$ cat config.mk
export PLATFORM = sky130hd
export DESIGN_NAME = mmu_feeder
export DESIGN_NICKNAME = d
export VERILOG_FILES = /design/src/rtl/mmu_feeder.sv
export SDC_FILE = /design/constraint.sdc
export NUM_CORES = 1
export LEC_CHECK = 0
export CORE_AREA = 2 2 66 68
export DETAILED_ROUTE_END_ITERATION = 8
export DIE_AREA = 0 0 68 70
export PLACE_DENSITY = 0.9
export SETUP_SLACK_MARGIN = 0.05
export SLEW_MARGIN = 20
export SYNTH_ARGS = -nofsm -noshare
export SYNTH_HDL_FRONTEND = slang
export SYNTH_SLANG_ARGS = --single-unit
$ cat constraint.sdc
create_clock -name clk -period 2.4 [get_ports clk]
set_clock_uncertainty 0.05 [all_clocks]
set_input_delay 0.48 -clock clk [delete_from_list [all_inputs] [get_ports clk]]
set_output_delay 0.48 -clock clk [all_outputs]
set_load 0.05 [all_outputs]
$ cat src/rtl/mmu_feeder.sv
`default_nettype none
// ============================================================================
//  Module      : mmu_feeder
//  Description : Operand sequencer and result drain for a 2x2 output-stationary
//                systolic matrix-multiply unit. Presents A rows and B columns
//                with diagonal skew and drives the accumulator clear. Serialises
//                the four results to the host port, one byte per cycle.
//  Revision    : 1.0 - initial release
// ============================================================================
module mmu_feeder (
    input  logic       clk,
    input  logic       rst_n,
    input  logic       en,
    input  logic [2:0] mmu_cycles,
    input  logic [7:0] weight_0,
    input  logic [7:0] weight_1,
    input  logic [7:0] weight_2,
    input  logic [7:0] weight_3,
    input  logic [7:0] input_0,
    input  logic [7:0] input_1,
    input  logic [7:0] input_2,
    input  logic [7:0] input_3,
    input  logic [7:0] c_0,
    input  logic [7:0] c_1,
    input  logic [7:0] c_2,
    input  logic [7:0] c_3,
    output logic       clear,
    output logic [7:0] a_data0,
    output logic [7:0] a_data1,
    output logic [7:0] b_data0,
    output logic [7:0] b_data1,
    output logic       host_mat_wb,
    output logic [7:0] host_outdata
);

    // Step indices within a job
    localparam logic [2:0] STEP_FEED0  = 3'd0;
    localparam logic [2:0] STEP_FEED1  = 3'd1;
    localparam logic [2:0] STEP_FEED2  = 3'd2;
    localparam logic [2:0] STEP_DRAIN0 = 3'd3;
    localparam logic [2:0] STEP_DRAIN1 = 3'd4;
    localparam logic [2:0] STEP_DRAIN2 = 3'd5;
    localparam logic [2:0] STEP_DRAIN3 = 3'd6;
    localparam logic [2:0] STEP_CLEAR  = 3'd7;

    logic       w_active;
    logic       host_mat_wb_q;
    logic       host_mat_wb_d;
    logic [7:0] host_outdata_q;
    logic [7:0] host_outdata_d;

    // The feeder only does anything while out of reset and enabled
    assign w_active = rst_n & en;

    // Skewed operand presentation; lanes not used at a step stay at zero
    // so the array never accumulates stray products.
    always_comb begin
        clear   = 1'b1;
        a_data0 = 8'd0;
        a_data1 = 8'd0;
        b_data0 = 8'd0;
        b_data1 = 8'd0;
        if (w_active) begin
            clear = 1'b0;
            case (mmu_cycles)
                STEP_FEED0: begin
                    a_data0 = input_0;   // A00
                    b_data0 = weight_0;  // B00
                end
                STEP_FEED1: begin
                    a_data0 = input_1;   // A01
                    a_data1 = input_2;   // A10
                    b_data0 = weight_2;  // B10
                    b_data1 = weight_1;  // B01
                end
                STEP_FEED2: begin
                    a_data1 = input_3;   // A11
                    b_data1 = weight_3;  // B11
                end
                // Clear at the final step so a job restarting at step 0
                // begins from zeroed accumulators.
                STEP_CLEAR: clear = 1'b1;
                default: ;
            endcase
        end
    end

    // Select which result byte to capture during the drain window
    always_comb begin
        host_mat_wb_d  = 1'b0;
        host_outdata_d = 8'd0;
        if (w_active) begin
            case (mmu_cycles)
                STEP_DRAIN0: begin host_mat_wb_d = 1'b1; host_outdata_d = c_0; end
                STEP_DRAIN1: begin host_mat_wb_d = 1'b1; host_outdata_d = c_1; end
                STEP_DRAIN2: begin host_mat_wb_d = 1'b1; host_outdata_d = c_2; end
                STEP_DRAIN3: begin host_mat_wb_d = 1'b1; host_outdata_d = c_3; end
                default: ;
            endcase
        end
    end

    // Host port registers; cleared synchronously while rst_n is low
    always_ff @(posedge clk) begin
        if (!rst_n) begin
            host_mat_wb_q  <= 1'b0;
            host_outdata_q <= 8'd0;
        end else begin
            host_mat_wb_q  <= host_mat_wb_d;
            host_outdata_q <= host_outdata_d;
        end
    end

    assign host_mat_wb  = host_mat_wb_q;
    assign host_outdata = host_outdata_q;

endmodule
`default_nettype wire

==> impl_metrics.yaml <==
layout:
  fill_cells: 313
  area_growth_pct: 194
  design_area_um2: 3000
  drive_above_1_share_pct: 34.1
  final_common_cell: "clkdlybuf4s50_1"
  fin_nets: 373
  insertedDiodeCount: 0
  final_cell_mix: "107 x clkdlybuf4s50_1, 38 x a22oi_1, 35 x buf_12"
global_route:
  grt-ovfl-total: 0
  antenna_found_initial: 0
  grt_max_degree: 35
  grt_pass1_vias: 1795
  grt_pass1_wl_um: 7870
  grt_usage_pct: 21.6
power_and_ir_drop:
  vdd_drop_max_mv: 0.130
  power.leakage_nw: 1.06
  p_per_area_nw_per_um2: 247
  combPwrFrac_pct: 54.8
  clkPwrFrac_pct: 24.4
  p_seq_share_pct: 20.8
  switching_share_pct: 30.8
  p_int_mw: 0.513
  net-switching-power_mw: 0.228
  power.total_mw: 0.741
worst_hold_path:
  worstHoldPathType: "in2reg"
synthesis:
  synth_top_cell_area_share_pct: 28.0
  syn_nets: 225
  ys_top_cells_by_area: "a22oi_1 28%, dfxtp_1 18%, a22oi_2 12%"
  synth.cell_area_um2: 1020
  ys_ff_latch: 9
  syn_inst: 123
  ys_seq_area_share_pct: 17.7
  syn_area_per_cell_um2: 8.29
  yosysWarnings: 0
  synth_cell_type_count: 21
  synth_top_area_cell: "a22oi_1"
sta:
  rsz0062_at_grt: "no"
  hold_viol: 0
  period_minus_slack_ns: 2.31
  worst_hold_slack_ns: 0.858
  setup_tns_ns: 0
  fin_crit_sh_pct: 96.4
  max-slew-margin-rel_pct: 62.8
  finalSetupViolCount: 0
  maxSlewViolCount: 0
  worstMarginPinSlew_ns: 0.555
  fmax_ghz: 0.432
die:
  num_io_pins: 144
  initial_core_util_pct: 24.6
  core.rowCount: 24
  design.core.area_um2: 4140
  die_area_um2: 4760
  dieWidth_um: 68
  die_y_um: 70
clock_tree:
  postCtsHoldBufs: 0
  cts_sinks: 9
  clock_path_buffers: 2
  cts_buffers: 3
  root_buffer: "clkbuf_8"
  cts.reportedPaths.clkPinSlew_ns: 0.05
  h-tree-depth: 1
  cts_tree: "yes"
critical_path:
  cp_data_required_time_ns: 1.87
  arrival_ns: 1.78
  critPathCaptureType: "primary output"
  critPathKind: "in2out"
  cp_max_fo: 8
  startpoint_type: "input port"
outcome:
  status: "finished clean"
placement:
  portBuffers: 143
  dpl_cell_area_um2: 2870
  hpwl_um: 4250
  place_congestion: 0.749
detailed_routing:
  drcViolationCount: 0
  wl_um: 5230
  avgViaCountPerCell: 5.04
  drtPass1Iterations: 4
  vias: 1623
  drt_iter0_drc: 104
  ant_nets: 0
  wire_per_inst_um: 16.2
job:
  max-cap-violations: 0
## cells by family (layout without fill, tap and decap cells)
kind of cell	count (synthesis)	after routing	share of synthesized area, %
DFF	9	9	17.7
AOI/OAI and AO/OA	59	59	47.6
and+or+nand+nor	40	40	23.7
buffers and inverters	15	162	11.0
## worst max-delay path: stages
cell and delay [ns]:
clkdlybuf4s15_1 0.23, buf_6 0.16, nor3b_4 0.19, buf_4 0.15, buf_12 0.11, a22oi_1 0.09, nor2_2 0.20, buf_12 0.16
## per-layer routing
metal,GRT usage (%),vias to the layer above,wire length [um]
li1,-,764,-
met1,20.4,740,1560
met2,40.5,102,2890
met3,6.60,17,573
met4,9.78,0,206
met5,0,-,0
## flip-flops by register name, indices dropped and copies added (netlist names)
name and cells:
host_outdata 8, host_mat_wb 1
## synthesized netlist by cell type (all sizes together)
cell type  count
a21oi          8
nor3           1
a31o           1
nand2          1
o21bai         1
inv            1
and3b          3
nor3b          3
a21boi         1
buf           11
dfxtp          9
clkbuf         3
a22oi         48
nor2          32
## metrics by stage
step	instances	setup slack (ns)	util [%]
after global placement	315	-0.0985	69.3
final	322	0.0870	72.5
after CTS	321	0.0602	71.7
after detailed placement	315	-0.133	69.3
after global routing	322	0.0208	72.5
after floorplan	123	0.0529	-
## path summary, 6_finish.rpt
path                 startpoint  depth (start not counted)  slack, ns                    endpoint
setup / recovery  mmu_cycles[2]                          8       0.09                  a_data1[0]
hold / removal           c_1[3]                          3       0.86  host_outdata[3]$_SDFF_PN0_
## cell type report
class | count | area (um^2) | area share (%)
inverter | 1 | 3.75 | 0.125
clock inverter | 1 | 5.00 | 0.167
sequential | 9 | 180 | 6.00
clock buffer | 3 | 41.3 | 1.38
timing repair buffer | 157 | 1940 | 64.7
tap | 52 | 65.1 | 2.17
multi-input combinational | 99 | 764 | 25.5
## timing repair
action / in CTS / in global routing
setup endpoints to repair: 32 / 4
resized for setup: 9 / 3
gates cloned: 1 / 1
hold endpoints to repair: 0 / 0
setup buffers: 1 / 0
pin swaps: 5 / 3
## power by group through the flow
| stage | registers [mW] | logic [mW] | clock network (mW) |
|---|---|---|---|
| 6_report | 0.154 | 0.406 | 0.180 |
| 5_1_grt | 0.154 | 0.428 | 0.190 |
| 4_1_cts | 0.154 | 0.404 | 0.187 |
| 3_5_place_dp | 0.157 | 0.395 | 0 |
| 3_3_place_gp | 0.157 | 0.386 | 0 |
| 2_1_floorplan | 0.169 | 0.135 | 0 |
No activity file was read; power rests on OpenSTA's default activity.
